===== src/rtl/lib_switch_allocator_onehot.sv =====
// lib_switch_allocator_onehot
// Packet-granular switch allocator. Each output owns a small IDLE/LOCKED
// arbiter with a round-robin pointer. An IDLE output picks the first eligible
// requester at or after its pointer. A LOCKED output keeps routing its owner
// until that owner presents a tail flit.
//
// Handshake: i_req is a level request. A request is served when the matching
// o_sel bit rises one cycle after the sampling edge. Ownership ends at the
// edge where ce=1 and the owner's i_tail=1. A request row with more than one
// bit set is ignored for that cycle.
module lib_switch_allocator_onehot #(
    parameter int N = 4,
    parameter int M = 4
) (
    input  logic                              clk,
    input  logic                              reset_n,
    input  logic                              ce,
    input  logic [0:N-1][0:M-1]               i_req,
    input  logic [0:N-1]                      i_tail,
    output logic [0:M-1][0:N-1]               o_sel,
    output logic [0:N-1]                      o_gnt,
    output logic [0:M-1]                      dbg_locked,
    output logic [0:M-1][$clog2(N)-1:0]       dbg_ptr
);

    localparam int PW = $clog2(N);

    typedef enum logic {
        ARB_IDLE   = 1'b0,
        ARB_LOCKED = 1'b1
    } arb_state_e;

    arb_state_e          state_q [M];
    arb_state_e          state_d [M];
    logic [PW-1:0]       ptr_q   [M];
    logic [PW-1:0]       ptr_d   [M];
    logic [PW-1:0]       owner_q [M];
    logic [PW-1:0]       owner_d [M];
    logic [0:M-1][0:N-1] sel_d;
    logic [0:N-1]        gnt_d;
    logic [0:N-1]        req_eligible;

    // An input may compete only with a one-hot row and while it holds no output.
    always_comb begin
        for (int j = 0; j < N; j++) begin
            req_eligible[j] = $onehot(i_req[j]) && !o_gnt[j];
        end
    end

    // Per-output next state: round-robin pick when idle, tail release when locked.
    always_comb begin
        logic found;
        int   idx;
        found = 1'b0;
        idx   = 0;
        for (int i = 0; i < M; i++) begin
            state_d[i] = state_q[i];
            ptr_d[i]   = ptr_q[i];
            owner_d[i] = owner_q[i];
            sel_d[i]   = o_sel[i];
        end
        for (int i = 0; i < M; i++) begin
            case (state_q[i])
                ARB_IDLE: begin
                    found = 1'b0;
                    for (int k = 0; k < N; k++) begin
                        idx = (int'(ptr_q[i]) + k) % N;
                        if (!found && req_eligible[idx] && i_req[idx][i]) begin
                            found        = 1'b1;
                            state_d[i]   = ARB_LOCKED;
                            owner_d[i]   = PW'(idx);
                            ptr_d[i]     = PW'((idx + 1) % N);
                            sel_d[i]     = '0;
                            sel_d[i][idx] = 1'b1;
                        end
                    end
                end
                ARB_LOCKED: begin
                    // Only the owner's tail ends the packet; a released output
                    // sits idle for the following cycle before re-arbitrating.
                    if (i_tail[owner_q[i]]) begin
                        state_d[i] = ARB_IDLE;
                        sel_d[i]   = '0;
                    end
                end
                default: begin
                    state_d[i] = ARB_IDLE;
                    sel_d[i]   = '0;
                end
            endcase
        end
        for (int j = 0; j < N; j++) begin
            gnt_d[j] = 1'b0;
            for (int i = 0; i < M; i++) begin
                gnt_d[j] = gnt_d[j] | sel_d[i][j];
            end
        end
    end

    // State, pointers and registered crossbar selects; everything holds while ce=0.
    always_ff @(posedge clk or negedge reset_n) begin
        if (!reset_n) begin
            for (int i = 0; i < M; i++) begin
                state_q[i] <= ARB_IDLE;
                ptr_q[i]   <= '0;
                owner_q[i] <= '0;
            end
            o_sel <= '0;
            o_gnt <= '0;
        end else if (ce) begin
            for (int i = 0; i < M; i++) begin
                state_q[i] <= state_d[i];
                ptr_q[i]   <= ptr_d[i];
                owner_q[i] <= owner_d[i];
            end
            o_sel <= sel_d;
            o_gnt <= gnt_d;
        end
    end

    // Observation of arbiter state for checkers.
    always_comb begin
        for (int i = 0; i < M; i++) begin
            dbg_locked[i] = (state_q[i] == ARB_LOCKED);
            dbg_ptr[i]    = ptr_q[i];
        end
    end

endmodule


===== config.mk =====
export PLATFORM = sky130hd
export DESIGN_NAME = lib_switch_allocator_onehot
export DESIGN_NICKNAME = d
export VERILOG_FILES = /design/src/rtl/lib_switch_allocator_onehot.sv
export SDC_FILE = /design/constraint.sdc
export NUM_CORES = 1
export LEC_CHECK = 0
export ABC_AREA = 1
export CAP_MARGIN = 20
export CORE_UTILIZATION = 45
export CTS_BUF_LIST = sky130_fd_sc_hd__clkbuf_16
export DETAILED_ROUTE_END_ITERATION = 6
export MAX_ROUTING_LAYER = met4
export PLACE_DENSITY = 0.71
export SYNTH_ARGS = -nofsm -noshare
export SYNTH_HDL_FRONTEND = slang
export SYNTH_SLANG_ARGS = --single-unit

===== constraint.sdc =====
create_clock -name clk -period 5.95 [get_ports clk]
set_input_delay 1.19 -clock clk [delete_from_list [all_inputs] [get_ports clk]]
set_output_delay 1.19 -clock clk [all_outputs]
set_load 0.02 [all_outputs]

* Word-level counts from Yosys, hierarchy flattened
Cells that the tools add are included.
** Cells by class
- $add $sub $neg :: 36
- Multipliers :: 0
- Div/mod/pow operators :: 0
- Magnitude comparators :: 36
- Equality and inequality tests :: 4
- Shift operators :: 0
- Mux-type cells :: 240
- Bitwise logic cells :: 48
- Reduce and logical (&&, ||, !) cells :: 84
** Operators with widths (number)
- 32-bit by 3-bit greater-or-equal comparator with 1-bit output, second input constant :: 16
- 32-bit by 1-bit less-than comparator with 1-bit output, second input constant :: 16
- 32-bit inverter :: 12
- 4-bit binary-select mux with 2-bit select :: 16
- 2-bit inverter with 32-bit output :: 4
- 4-bit two-way mux :: 28
- 1-bit two-way mux :: 104
- 2-bit two-way mux :: 40
- 1-bit logical AND :: 48
- 2-bit adder, second input constant :: 20
- 1-bit binary-select mux with 2-bit select :: 20
- 1-bit demux with 2-bit select :: 16
- 4-bit case mux with 2 select lines :: 4
- 3-bit two-way mux :: 8
- 2-bit OR reduction :: 12
- 1-bit by 1-bit adder with 2-bit output :: 8
- 1-bit logical NOT :: 16
- 4-bit nonzero test :: 4
- 2-bit by 2-bit adder with 3-bit output :: 4
- 1-bit bitwise AND, first input constant :: 12
- 3-bit by 1-bit equality test with 1-bit output, second input constant :: 4
- 3-bit greater-or-equal comparator, second input constant :: 4
- 2-bit inverter with 3-bit output :: 4
- 1-bit bitwise OR :: 12
- 4 further kinds :: 16
** Storage, ports and cells
- Flip-flop bits (word level) :: 40
- Latch bits :: 0
- Memory bits (writable) :: 0
- Memory bits (read-only) :: 0
- Input bits :: 23
- Output and inout port bits :: 32
- Word-level logic and storage cells :: 465
- Memories kept :: 0

* Longest topological paths before layout
- Word-level depth :: 28
- Gate-level depth with buffers :: 21
- Gate-level depth less buffers :: 21

* Least setup slack after synthesis
Ideal clock, no wire load.
- Path type :: input -> register
- Start point :: input i_req[12] (netlist bit)
- End point :: register ptr_q, in the netlist dbg_ptr[3]
- Library setup time :: 139 ps
- Arrival time :: 3531 ps
- Data required time :: 5811 ps
- Setup slack :: 2280 ps
- Stages on the path :: 18
- Buffers on the path :: 1
- Path through :: inv_1 > fa_1 > inv_1 > ha_1 > ha_1 > nor2_4 > nand3_1 > nand2_1 > nand3_1 > nand2_1 > inv_2 > nand3_4 > buf_6 > nand3_2 > nand3_2 > inv_2 > nor2_1 > a41oi_2
** Between the ends
- Longest elaborated chain between the ends :: 25
- Elaborated cells on any way between the ends :: 37
- Classes of those cells :: add/sub: 2; eq/ne: 1; mux: 21; reduce/logical: 13
** RTL lines
- start: declaration :: RTL line 18 : input logic [0:N-1][0:M-1] i_req,
- 1-bit by 1-bit adder with 2-bit output (not written as such) (*) :: RTL line 46 : req_eligible[j] = $onehot(i_req[j]) && !o_gnt[j];
- 2-bit by 2-bit adder with 3-bit output (not written as such) (*) :: RTL line 46
- 3-bit by 1-bit equality test with 1-bit output (*) :: RTL line 46
- 1-bit logical AND (*) :: RTL line 46
- 1-bit binary-select mux with 2-bit select :: RTL line 68 : if (!found && req_eligible[idx] && i_req[idx][i]) begin
- 1-bit two-way mux (not written as such) (2 in series) :: RTL line 68
- 1-bit logical AND :: RTL line 68
- 1-bit two-way mux :: RTL line 68
- [... 6 more ...]
- 1-bit logical NOT :: RTL line 68
- 1-bit logical AND (2 in series) :: RTL line 68
- 1-bit two-way mux :: RTL line 68
- 1-bit two-way mux :: RTL line 63 : case (state_q[i])
- 1-bit logical NOT :: RTL line 68
- 1-bit logical AND (2 in series) :: RTL line 68
- 4-bit nonzero test (no line)
- 3-bit AND reduction (no line)
- end signal: indexed assignment :: RTL line 113 : ptr_q[i] <= ptr_d[i];
- end: declaration :: RTL line 35 : logic [PW-1:0] ptr_q [M];
Mark *: on every way between the ends. The rest lies on a longest branch, timed or not. The select of a mux whose other input is x is not followed.
A chain may end at the register's enable or synchronous reset.

* Final worst setup path
- Start point :: input i_req[8] (netlist bit)
- End point :: register o_gnt[2] (netlist bit)
** Between the ends
- Longest elaborated chain between the ends :: 28
- Elaborated cells on any way between the ends :: 151
- Classes of those cells :: add/sub: 2; eq/ne: 1; mux: 104; bitwise: 3; reduce/logical: 41
** RTL lines
- 1-bit by 1-bit adder with 2-bit output (not written as such) :: RTL line 46
- 2-bit by 2-bit adder with 3-bit output (not written as such) :: RTL line 46
- 3-bit by 1-bit equality test with 1-bit output :: RTL line 46
- 1-bit logical AND :: RTL line 46
- 1-bit binary-select mux with 2-bit select :: RTL line 68
- 1-bit two-way mux (not written as such) (2 in series) :: RTL line 68
- 1-bit logical AND :: RTL line 68
- 1-bit two-way mux :: RTL line 68
- [... 9 more ...]
- 1-bit two-way mux :: RTL line 68
- 1-bit two-way mux :: RTL line 63
- 1-bit logical NOT :: RTL line 68
- 1-bit logical AND (2 in series) :: RTL line 68
- 4-bit two-way mux :: RTL line 68
- 4-bit case mux with 2 select lines :: RTL line 63
- 1-bit bitwise OR (2 in series) :: RTL line 95 : gnt_d[j] = gnt_d[j] | sel_d[i][j];
- 1-bit bitwise OR (*) :: RTL line 95
- end signal: assignment :: RTL line 117 : o_gnt <= gnt_d;
- end: declaration :: RTL line 21 : output logic [0:N-1] o_gnt,
Marked as above.

==> impl_metrics.csv <==
group,metric,value,unit
sta,post-route-period-util,75.4,%
clock_network,tritoncts,"built",
power_and_ir_drop,power_density,555,mW/mm^2
yosys,synth_area_leaders,"dfrtp_1, nand2_1, nand3_1",
yosys,synthArstFlopShare,100,%
clock_network,ctsHoldBuffers,0,
layout,nNetsFinal,826,
outcome,run_status,"finished clean",
layout,final_cell_mix,"nand2_1, nand3_1, inv_1",
power_and_ir_drop,p_leak,2.85,nW
layout,drive_gt1_share,12.8,%
route,vias,4951,
global_route,grt_usage,27.0,%
sta,fin_crit,4.49,ns
global_route,antenna_found_initial,0,
yosys,synth_cell_type_count,42,
yosys,syn_avg_cell_area,6.52,sq um
layout,fillers,987,
clock_network,cts_buffers,5,
layout,area_growth,16.7,%
sta,worst_pin_slew,0.798,ns
clock_network,post_cts_buffers,0,
floorplanning,fp.dieArea,0.0109,sq mm
yosys,synth_cells,721,
sta,relSlewSlack,46.7,%
global_route,grt_pass1_wl,23000,um
floorplanning,start_util,47.2,%
clock_network,clk_pin_slew,0.07,ns
route,routedWlPerCell,15.4,um
clock_network,htreeDepth,2,
place,place_area,0.00530,sq mm
clock_network,cts_resized,0,
worst_setup_path,path_max_fanout,13,
sta,fmax,223,MHz
sta,finalSetupTns,0,ns
yosys,synth_top_area_share,21.3,%
worst_setup_path,required,6.12,ns
route,ant_nets,0,
sta,clock_skew,0.00923,ns
yosys,synth_area_leader_cell,"dfrtp_1",
run,drv_cap,0,
sta,hold_viol,0,
worst_setup_path,cp_data_arrival_time,4.65,ns
route,drtPass1Iterations,5,
floorplanning,rows,36,
sta,setup_violations,0,
route,drt-total-wl,14000,um
floorplanning,die_h,104,um
clock_network,root_buffer,"clkbuf_16",
sta,hold_ws,0.514,ns
floorplanning,design.core.area,0.00995,sq mm
clock_network,clock_sinks,40,
worst_setup_path,endpoint_kind,"flop",
yosys,synth_area,0.00470,sq mm
yosys,synthFlopType,"dfrtp_1",
power_and_ir_drop,irDropWorstVdd,0.000223,V
clock_network,cts.path.max_buffers,2,
place,place_congestion,0.933,
worst_setup_path,critPathLaunchType,"primary input",
layout,design_area,0.00549,sq mm
layout,seq_area,0.00100,sq mm
layout,final_common_cell,"nand2_1",
sta,slew_violations,0,
place,port_buffers,54,
hold_path,hold_class,"flop to flop",
sta,setup_slack,1.46,ns
worst_setup_path,critical_path_class,"primary input to flop",
power_and_ir_drop,total_power,3.05,mW
yosys,synth_edf_count,0,
global_route,gr-total-overflow,0,
route,drc_errors,0,
yosys,seq_area_frac_synth,21.3,%
yosys,synthesis.nets,776,
layout,num_antenna_cells,0,
clock_network,clkLatencyLatePin,0.29,ns
sta,rsz0062_at_grt,"false",
yosys,ys_ff_latch,40,
place,dp_hpwl,10900,um
yosys,yosysWarnings,0,
place,pre_cts_slack,1.20,ns
layout,multiInputGateArea,0.00321,sq mm
route,routed_via_density,5.47,
floorplanning,die_w,104,um
global_route,grt_pass1_vias,4491,
route,drt-initial-drc-count,284,
global_route,grt_max_degree,41,
floorplanning,io_pins,55,
worst paths after layout:
kind | startpoint | endpoint | slack [ns] | depth (start not counted)
max | i_req[8] | o_gnt[2]$_DFFE_PN0P_ | 1.46 | 20
min | dbg_locked[1]$_DFFE_PN0P_ | dbg_locked[1]$_DFFE_PN0P_ | 0.51 | 2
max reg2reg | dbg_ptr[2]$_DFFE_PN0P_ | o_gnt[2]$_DFFE_PN0P_ | 3.00 | 14
min reg2reg | dbg_locked[1]$_DFFE_PN0P_ | dbg_locked[1]$_DFFE_PN0P_ | 0.51 | 2
max in group asynchronous | reset_n | o_sel[3]$_DFFE_PN0P_ | 4.65 | 2
min in group asynchronous | reset_n | o_sel[11]$_DFFE_PN0P_ | 0.81 | 1
cells in the mapped netlist, types with 8 or more instances:
cell	number
nand2_1	252
nand3_1	80
inv_1	76
dfrtp_1	40
nor2_1	38
o21ai_0	29
ha_1	28
nand2_2	17
nand3_2	17
inv_2	16
a21oi_1	15
o21ai_1	11
a31oi_1	10
o211ai_1	10
nor2_4	8
worst max-delay path, stage by stage:
cell	delay, ns
clkdlybuf4s50_1	0.53
inv_1	0.09
fa_1	0.54
inv_1	0.04
ha_1	0.17
ha_1	0.30
nor2_4	0.23
nand3_1	0.12
nand2_1	0.13
nand3_1	0.09
nand2_1	0.23
inv_2	0.09
nand3_4	0.17
inv_1	0.10
nand2_1	0.11
o21ai_0	0.10
nand2_1	0.09
nand2_1	0.06
nor2_1	0.17
a21oi_1	0.10
layout make-up:
class	instances	area share [%]
timing repair buffer	56	10.3
clock inverter	3	0.775
sequential	40	18.2
tap	133	3.03
inverter	98	6.89
multi-input combinational	570	58.5
clock buffer	5	2.28
through the flow:
| stage | std cells | util [%] |
|---|---|---|
| floorplan | 721 | - |
| global placement | 896 | 53.2 |
| detailed placement | 896 | 53.2 |
| CTS | 904 | 54.9 |
| global route | 905 | 55.1 |
| finish | 905 | 55.1 |
sequential cells by signal (all words and copies together), names as in the netlist:
register,cells
o_gnt,4
dbg_locked,4
owner_q,8
o_sel,16
dbg_ptr,8
per-layer routing:
metal  global-route usage, %  vias up  share of wire [%]
li1                        -     2456                  -
met1                    37.2     2332                 47
met2                    42.8      152                 47
met3                    3.07       11                5.1
met4                    5.41        0                1.0
met5                       -        -                  0
logic make-up after synthesis:
group / Yosys count / share of synthesized area, %
buffers and inverters: 111 / 10.4
adders and majority gates: 32 / 9.16
and+or+nand+nor: 444 / 46.8
AOI/OAI and AO/OA: 94 / 12.4
DFF: 40 / 21.3
power breakdown:
part           internal [mW]  leakage [nW]  total, mW  switching (mW)
logic                  0.777          2.30       2.11            1.33
clock network          0.198        0.0798      0.322           0.125
registers              0.402         0.469      0.616           0.214
total                   1.38          2.85       3.05            1.67
No activity file was read; power rests on OpenSTA's default activity.
